`src/rtl/pipeline_ctrl.sv`:
```
// pipeline_ctrl: hazard and stall controller for the 5-stage pipeline.
// Generates the enables and flushes for the PC, IF/ID, ID/EX, EX/MEM and MEM/WB
// latches from the load-use, memory-wait, redirect, icache-miss and halt conditions.
// Optional build macro PIPE_PERF_EN adds 32-bit cycle/stall/flush counters.
module pipeline_ctrl #(
  parameter int REGW = 5
) (
  input  logic            CLK,
  input  logic            nRST,
  input  logic            ihit,
  input  logic            dhit,
  input  logic            mem_dreq,
  input  logic [REGW-1:0] id_rs,
  input  logic [REGW-1:0] id_rt,
  input  logic            ex_DRen,
  input  logic [REGW-1:0] ex_Rt,
  input  logic            ex_redirect,
  input  logic            mem_halt,
  output logic            pc_en,
  output logic            ifid_en,
  output logic            ifid_flush,
  output logic            idex_en,
  output logic            idex_flush,
  output logic            exmem_en,
  output logic            memwb_en,
  output logic            halted
`ifdef PIPE_PERF_EN
  ,
  output logic [31:0]     perf_cycles,
  output logic [31:0]     perf_stalls,
  output logic [31:0]     perf_flushes
`endif
);

  typedef enum logic [1:0] {
    RUN     = 2'd0,
    DISCARD = 2'd1,
    HALTED  = 2'd2
  } state_t;

  state_t state;
  state_t state_next;

  logic mstall;
  logic luse;

  // Memory stall freezes everything; load-use needs the loaded register read in ID.
  // Register 0 is hardwired, so it never creates a hazard.
  assign mstall = mem_dreq & ~dhit;
  assign luse   = ex_DRen & (ex_Rt != '0) & ((ex_Rt == id_rs) | (ex_Rt == id_rt));

  // State register; reset abandons any pending discard and returns to RUN.
  always_ff @(posedge CLK or negedge nRST) begin
    if (!nRST) begin
      state <= RUN;
    end else begin
      state <= state_next;
    end
  end

  // Next-state and output decode; all outputs stay 0 while reset is held.
  always_comb begin
    state_next = state;
    pc_en      = 1'b0;
    ifid_en    = 1'b0;
    ifid_flush = 1'b0;
    idex_en    = 1'b0;
    idex_flush = 1'b0;
    exmem_en   = 1'b0;
    memwb_en   = 1'b0;
    halted     = 1'b0;
    if (!nRST) begin
      state_next = RUN;
    end else begin
      case (state)
        RUN: begin
          if (mem_halt) begin
            memwb_en   = 1'b1;
            state_next = HALTED;
          end else if (mstall) begin
            state_next = RUN;
          end else if (ex_redirect) begin
            pc_en      = 1'b1;
            ifid_en    = 1'b1;
            ifid_flush = 1'b1;
            idex_en    = 1'b1;
            idex_flush = 1'b1;
            exmem_en   = 1'b1;
            memwb_en   = 1'b1;
            if (!ihit) begin
              state_next = DISCARD;
            end
          end else if (luse) begin
            idex_en    = 1'b1;
            idex_flush = 1'b1;
            exmem_en   = 1'b1;
            memwb_en   = 1'b1;
          end else if (!ihit) begin
            ifid_en    = 1'b1;
            ifid_flush = 1'b1;
            idex_en    = 1'b1;
            exmem_en   = 1'b1;
            memwb_en   = 1'b1;
          end else begin
            pc_en      = 1'b1;
            ifid_en    = 1'b1;
            idex_en    = 1'b1;
            exmem_en   = 1'b1;
            memwb_en   = 1'b1;
          end
        end
        DISCARD: begin
          if (mem_halt) begin
            memwb_en   = 1'b1;
            state_next = HALTED;
          end else if (mstall) begin
            state_next = DISCARD;
          end else begin
            // Wrong-path fetch: bubble IF/ID whether or not the word arrived.
            ifid_en    = 1'b1;
            ifid_flush = 1'b1;
            idex_en    = 1'b1;
            exmem_en   = 1'b1;
            memwb_en   = 1'b1;
            if (ihit) begin
              state_next = RUN;
            end
          end
        end
        HALTED: begin
          halted     = 1'b1;
          state_next = HALTED;
        end
        default: begin
          state_next = RUN;
        end
      endcase
    end
  end

`ifdef PIPE_PERF_EN
  logic flush_event;

  // A flush is a redirect acted on in RUN or an icache word dropped in DISCARD.
  assign flush_event = ~mem_halt & ~mstall &
                       (((state == RUN) & ex_redirect) | ((state == DISCARD) & ihit));

  // Free-running performance counters, wrapping naturally at 2^32.
  always_ff @(posedge CLK or negedge nRST) begin
    if (!nRST) begin
      perf_cycles  <= '0;
      perf_stalls  <= '0;
      perf_flushes <= '0;
    end else begin
      if (state != HALTED) begin
        perf_cycles <= perf_cycles + 32'd1;
      end
      if ((state != HALTED) && !pc_en) begin
        perf_stalls <= perf_stalls + 32'd1;
      end
      if (flush_event) begin
        perf_flushes <= perf_flushes + 32'd1;
      end
    end
  end
`endif

endmodule

```
`config.mk`:
```
export PLATFORM = sky130hd
export DESIGN_NAME = pipeline_ctrl
export DESIGN_NICKNAME = d
export VERILOG_FILES = /design/src/rtl/pipeline_ctrl.sv
export SDC_FILE = /design/constraint.sdc
export NUM_CORES = 1
export LEC_CHECK = 0
export BUFFER_PORTS_ARGS = -buffer_cell sky130_fd_sc_hd__buf_4
export CAP_MARGIN = 20
export CORE_AREA = 2 2 39 41
export CTS_CLUSTER_DIAMETER = 100
export DETAILED_ROUTE_END_ITERATION = 10
export DIE_AREA = 0 0 41 43
export PLACE_DENSITY = 0.54
export SYNTH_ARGS = -nofsm -noshare
export SYNTH_HDL_FRONTEND = slang
export SYNTH_SLANG_ARGS = --single-unit
```
`constraint.sdc`:
```
create_clock -name CLK -period 2.25 [get_ports CLK]
set_input_delay 0.5625 -clock CLK [delete_from_list [all_inputs] [get_ports CLK]]
set_output_delay 0.5625 -clock CLK [all_outputs]
set_load 0.02 [all_outputs]
```
# Word-level counts from Yosys, hierarchy flattened
# Index checks and enable logic that the tools add are counted.
# Widths: inputs -> output; s select.
# classes
eq_ne	7
mux	44
bitwise_logic	5
reduce_logical	4
# ops
cell	count
$mux 1	33
$mux 2	8
$ne 5x5->1 const B	3
$eq 5x5->1	2
$pmux 2 s3	1
$reduce_bool 5->1	1
$pmux 1 s2	2
$and 1x1->1	3
$reduce_and 3->1	1
$eq 2x1->1 const B	1
$eq 2x2->1 const B	1
$logic_not 2->1	1
$reduce_or 2->1	1
$not 1->1	1
$or 1x1->1	1
# word_totals
ff_bits	2
output_inout_bits	8

# Longest topological paths before layout
# Gate-level depths: netlist (run 1).
# depth
word_depth	9
ltp_mapped	5
depth_no_buf	5

# Worst setup path after synthesis (run 1)
# No wires, ideal clock.
# synth_path
path_type	input port to output port
from	in ex_Rt[1]
to	out ifid_flush
arrival_time_ns	1.672
required_ns	1.688
setup_slack_ns	0.015
cell_stages	4
path_cell_list	or4_4 -> o21ai_2 -> o21bai_1 -> a21oi_1
# synth_between
elab_chain_len	9
elab_cells_between_ends	12
classes_between	eq/ne (2); mux (6); bitwise (3); reduce/logical (1)
# synth_rtl
item	line	text
start, declared	16	input logic [REGW-1:0] ex_Rt,
$eq 5x5->1 / $reduce_bool 5->1 (equally long branches)	50	assign luse = ex_DRen & (ex_Rt != '0) & ((ex_Rt == id_rs) | (ex_Rt == id_rt));
$or 1x1->1 / $and 1x1->1 (equally long branches)	50	
$and 1x1->1 *	50	
$mux 1 *	93	end else if (luse) begin
$mux 1 *	82	end else if (ex_redirect) begin
$mux 1 *	80	end else if (mstall) begin
$mux 1 *	77	if (mem_halt) begin
$pmux 1 s2 *	75	case (state)
$mux 1 *	72	if (!nRST) begin
end, declared	21	output logic ifid_flush,
# Mark *: on every way between the ends. The rest lies on a longest branch, timed or not.

# Final worst setup path (run 1)
# layout_path
from	in ex_Rt[4]
to	out ifid_flush
# Same word-level chain as after synthesis.

==> flow_summary.json, run 1 <==
{
  "grt_max_degree": 7,
  "grt_pass1_wl_um": 1386,
  "hold_viol": 0,
  "slowest_stage": "or4_4",
  "hpwlAfterDp_um": 787.1,
  "crit_path_start": "ex_Rt[4]",
  "hold_buffers": 0,
  "synth-xor-area-share": 0.2662,
  "io_buffers": 30,
  "cts_tree": "yes",
  "yosys.area_share.simple": 0.2586,
  "clockRootBuffer": "clkbuf_4",
  "synth-async-reset-ratio": 1.000,
  "htreeDepth": 1,
  "design.die.area_um2": 1763,
  "grt_usage": 0.1135,
  "nFillCells": 139,
  "postRouteAntennaNets": 0,
  "largest_reg_flops": 2,
  "instances_no_fill": 96,
  "worstSetupPathType": "in2out",
  "area_growth_pct": 101.1,
  "synth-compound-area-share": 0.2662,
  "peakVddDrop_v": 0.0003088,
  "yosys_register_bits": 2,
  "fin_ws_ps": -36.33,
  "slew_violations": 0,
  "crit_required_ps": 1690,
  "status": "complete, but fails checks",
  "synth.largest_area_cell": "xor2_1",
  "synth_area_um2": 329.1,
  "core_area_um2": 1384,
  "cellPowerDensity_nw_per_um2": 351.8,
  "yosysSeqAreaShare": 0.1521,
  "start_util": 0.2378,
  "ys_warn_count": 0,
  "overflow": 0,
  "top_regs": "state (2)",
  "syn-num-nets": 67,
  "cts_buffers": 3,
  "critical_path.endpoint_type": "output port",
  "fmaxAchievable_mhz": 437.4,
  "synth_top_family_by_area": "compound AO/OA/AOI/OAI gates",
  "power_leakage_nw": 0.3381,
  "multi_input_area_um2": 287.8,
  "avgSynthCellArea_um2": 7.479,
  "ioPinCount": 31,
  "dr.pass1.iters": 4,
  "cts.clk_slew.worst_paths_ps": 30,
  "muxShareOfSynthArea": 0,
  "dpl.cell_count": 92,
  "synth_top_area_share": 0.2662,
  "num_antenna_cells": 0,
  "regArea_um2": 50.05,
  "synth_most_common_cell": "xor2_1",
  "clk_latency_ps": 220,
  "yosys.area_share.adder": 0,
  "dieHeight_um": 43,
  "cap_violations": 0,
  "synth-edff-count": 0,
  "finalClockSkew_ps": 0.2797,
  "clockBufferDepth": 2,
  "max_flop_register": "state",
  "crit_arrival_ps": 1720,
  "grt_antenna_before_repair": 0,
  "wirelength_um": 925,
  "vias": 422,
  "grt_pass1_vias": 357,
  "drc": 0,
  "vias_per_cell": 4.396,
  "fin_crit_sh": 1.016,
  "hold_path.class": "in2async",
  "drt-wirelength-per-cell_um": 9.635,
  "ys_top_cells_by_area": "xor2_1 (27%), dfrtp_1 (15%), nor2_1 (5.7%), nor3b_1 (4.6%), a22oi_2 (3.8%)",
  "syn-instance-count": 44,
  "crit_family": "simple AND/OR/NAND/NOR gates",
  "relSlewSlack": 0.8313,
  "reg2reg_from": "state[1]$_DFFE_PN0P_",
  "cp_max_fo": 3,
  "fp-row-count": 14,
  "fin_hold_ws_ps": 132.2,
  "ys_types": 23,
  "path_buf_inv": 2,
  "period_needed_ps": 2286,
  "finalSetupViolations": 4,
  "synth_common_cells": "xor2_1 (10), nor2_1 (5), inv_1 (3), nand2_1 (3)",
  "nets": 105,
  "cpPeakStageDelay_ps": 530,
  "setup.worst_path.start_class": "primary input",
  "place_congestion": 0.7472,
  "violations": "negative setup slack",
  "rsz0062_at_grt": "true",
  "crit_chain": "buf_8, or4_4, o21ai_4, o21bai_1, a21oi_1, buf_4",
  "worst_pin_slew_ps": 252.5,
  "synthFlopType": "dfrtp_1",
  "cts_sinks": 2,
  "tns_ps": -120.1,
  "drtIter0Drc": 2,
  "die_w_um": 41,
  "final_layout_size_suffix_gt1_frac": 0.5500
}
==> final timing paths <==
check,endpoint,slack [ps],cells after the start
hold / removal,state[1]$_DFFE_PN0P_,130,1
setup / recovery,ifid_flush,-40,6
max in group asynchronous,state[0]$_DFFE_PN0P_,2020,1
setup reg to reg,state[0]$_DFFE_PN0P_,1300,4
min in group CLK,state[0]$_DFFE_PN0P_,570,2
hold reg to reg,state[0]$_DFFE_PN0P_,570,2
==> cell type report <==
| cell class | count | area share |
|---|---|---|
| multi-input cells | 38 | 0.4348 |
| clock buffers | 3 | 0.03403 |
| repair buffers | 34 | 0.4083 |
| inverters | 3 | 0.01701 |
| flip-flops and latches | 2 | 0.07561 |
| well taps | 16 | 0.03025 |
==> cells in the final DEF (no fill, tap or decap), types with 3 or more instances in the layout <==
cell,Yosys,final
xor2_1,10,9
inv_1,3,3
nand2_1,3,3
buf_4,1,31
nor2_1,5,4
clkbuf_4,0,3
==> what timing repair did <==
item | CTS | global route
resized for setup | 6 | 3
setup buffers | 1 | 0
setup endpoints to repair | 4 | 4
pin swaps | 6 | 1
==> where the power goes <==
| group | internal [mW] | switching, mW | total (mW) |
|---|---|---|---|
| clock network | 0.0587 | 0.0187 | 0.0774 |
| registers | 0.0385 | 0.00190 | 0.0404 |
| logic | 0.0638 | 0.0513 | 0.115 |
| total | 0.161 | 0.0718 | 0.233 |
==> layer usage <==
| metal | wire (µm) | share of wire | global-route usage |
|---|---|---|---|
| met5 | 0 | 0 | 0 |
| met4 | 17 | 0.018 | 0.06000 |
| met3 | 46 | 0.050 | 0 |
| met2 | 468 | 0.51 | 0.1656 |
| met1 | 393 | 0.42 | 0.1640 |
==> logic make-up after synthesis <==
kind of cell | count (synthesis)
AOI/OAI and AO/OA | 12
and+or+nand+nor | 16
buffers and inverters | 4
DFF | 2
xor gates and xnor gates | 10
==> metrics by stage <==
| step | setup WS [ps] | total power [mW] | util | cell area (µm²) |
|---|---|---|---|---|
| 2_1_floorplan | 15.01 | 0.09022 | - | 329.1 |
| 3_3_place_gp | -68.30 | 0.1467 | 0.4259 | 589.3 |
| 3_5_place_dp | -83.66 | 0.1475 | 0.4259 | 589.3 |
| 4_1_cts | -77.63 | 0.2347 | 0.4656 | 644.4 |
| 5_1_grt | -90.67 | 0.2522 | 0.4783 | 661.9 |
| 6_report | -36.33 | 0.2329 | 0.4783 | 661.9 |
Note: power is estimated with default switching activity, not from simulation.
==> run 2, diff against run 1 <==
Settings changed: SKIP_CTS_REPAIR_TIMING set to 1.
Clock period 2.25 ns to 2.3 ns, I/O delays scaled along.
==> run 2 against run 1 <==
Against the previous run: the flow still finishes with violations (negative setup slack); global-route usage decreased by 0.10 points; combinational power decreased by 6%; worst hold slack improved by 13 ps; power decreased by 4.3%; routed wire length decreased by 2.4%; sequential power decreased by 2%; first-iteration DRC count increased by 50%; final cell count decreased by 1.0%; core utilization decreased by 2.0 points; largest power group unchanged; highest routed layer unchanged.
==> flow_summary.json, run 2 (synthesized netlist as in run 1, its figures left out) <==
{
  "relSlewSlack": 0.8135,
  "grt_pass1_wl_um": 1380,
  "io_buffers": 30,
  "fin_crit_sh": 1.012,
  "setup.worst_path.start_class": "primary input",
  "switching_share": 0.3069,
  "fin_ws_ps": -27.86,
  "cp_max_fo": 3,
  "die_w_um": 41,
  "clockBufferDepth": 2,
  "largest_reg_flops": 2,
  "dieHeight_um": 43,
  "period_needed_ps": 2328,
  "clkPwrFrac": 0.340,
  "max_flop_register": "state",
  "crit_required_ps": 1730,
  "finalSetupViolations": 4,
  "fmaxAchievable_mhz": 429.6,
  "violations": "negative setup slack",
  "worst_pin_slew_ps": 277.6,
  "worstSetupPathType": "in2out",
  "cts_tree": "yes",
  "cts_buffers": 3,
  "drtIter0Drc": 3,
  "overflow": 0,
  "layout_common_cells": "buf_4 (31), xor2_1 (10), nor2_1 (4)",
  "dr.pass1.iters": 4,
  "postRouteAntennaNets": 0,
  "reg2regPathDepth": 4,
  "tns_ps": -93.52,
  "start_util": 0.2378,
  "htreeDepth": 1,
  "vias": 414,
  "power_leakage_nw": 0.3289,
  "wirelength_um": 903,
  "cts.clk_slew.worst_paths_ps": 30,
  "peakVddDrop_v": 0.0003058,
  "power_frac_seq": 0.177,
  "p_int_mw": 0.1545,
  "nFillCells": 142,
  "pwr-share-comb": 0.483,
  "final_layout_size_suffix_gt1_frac": 0.5190,
  "placed_area_um2": 589.3,
  "core_area_um2": 1384,
  "ioPinCount": 31,
  "hold_viol": 0,
  "design.die.area_um2": 1763,
  "instances_no_fill": 95,
  "final_util": 0.4584,
  "top_regs": "state (2)",
  "vias_per_cell": 4.358,
  "grt_pass1_vias": 362,
  "drt-wirelength-per-cell_um": 9.505,
  "final_common_cell": "buf_4",
  "grt_antenna_before_repair": 0,
  "clockRootBuffer": "clkbuf_4",
  "finalClockSkew_ps": 0.2797,
  "status": "complete, but fails checks",
  "grt_usage": 0.1124,
  "dpl.cell_count": 92,
  "hold_path.class": "in2async",
  "critical_path.endpoint_type": "output port",
  "area_growth_pct": 92.78,
  "rsz0062_at_grt": "true",
  "fp-row-count": 14,
  "num_antenna_cells": 0,
  "drc": 0,
  "hpwlAfterDp_um": 787.1,
  "slew_violations": 0,
  "p_sw_mw": 0.06841,
  "stdcell_area_um2": 634.4,
  "place_congestion": 0.7472,
  "grt_max_degree": 7,
  "nets": 104,
  "cts_sinks": 2,
  "cellPowerDensity_nw_per_um2": 351.4,
  "crit_arrival_ps": 1750,
  "clk_latency_ps": 220,
  "cap_violations": 0,
  "p_total_mw": 0.2229
}
## run 2: metal layers
metal	up-vias	GRT usage	part of all wire
li1	223	-	-
met1	179	0.1576	0.44
met2	10	0.1688	0.50
met3	2	0	0.041
met4	0	0.06000	0.019
met5	-	0	0
## run 2: path summary, 6_finish.rpt
path	from	to	slack, ps
setup / recovery	ex_Rt[1]	ifid_flush	-30
max in group asynchronous	nRST	state[0]$_DFFE_PN0P_	2060
hold / removal	nRST	state[1]$_DFFE_PN0P_	140
hold reg to reg	state[1]$_DFFE_PN0P_	state[0]$_DFFE_PN0P_	570
min in group CLK	state[1]$_DFFE_PN0P_	state[0]$_DFFE_PN0P_	570
setup reg to reg	state[1]$_DFFE_PN0P_	state[0]$_DFFE_PN0P_	1350
## run 2: power by group through the flow
stage / registers [mW] / logic (mW) / clock network, mW
after floorplan: 0.0395 / 0.0488 / 0
after global placement: 0.0399 / 0.104 / 0
after detailed placement: 0.0399 / 0.104 / 0
after CTS: 0.0396 / 0.105 / 0.0800
after global routing: 0.0399 / 0.118 / 0.0836
final: 0.0396 / 0.108 / 0.0757
## run 2: area by class of cell
class | instances | area, µm² | share of cell area
tap | 16 | 20.02 | 0.03156
inverter | 3 | 11.26 | 0.01775
timing repair buffer | 33 | 255.2 | 0.4024
sequential | 2 | 50.05 | 0.07890
clock buffer | 3 | 22.52 | 0.03550
multi-input combinational | 38 | 275.3 | 0.4339
## run 2: critical path: stages
cell and delay [ps]:
buf_6 90, or4_4 540, o21ai_4 160, o21bai_1 80, a21oi_1 150, buf_4 160
## run 2: per-stage QoR
stage / worst slack [ps] / hold WS (ps)
6_report: -27.86 / 144.8
5_1_grt: -79.06 / 139.9
4_1_cts: -59.09 / 136.4
3_5_place_dp: -58.66 / 372.9
3_3_place_gp: -43.30 / 373.6
2_1_floorplan: 40.01 / 279.4
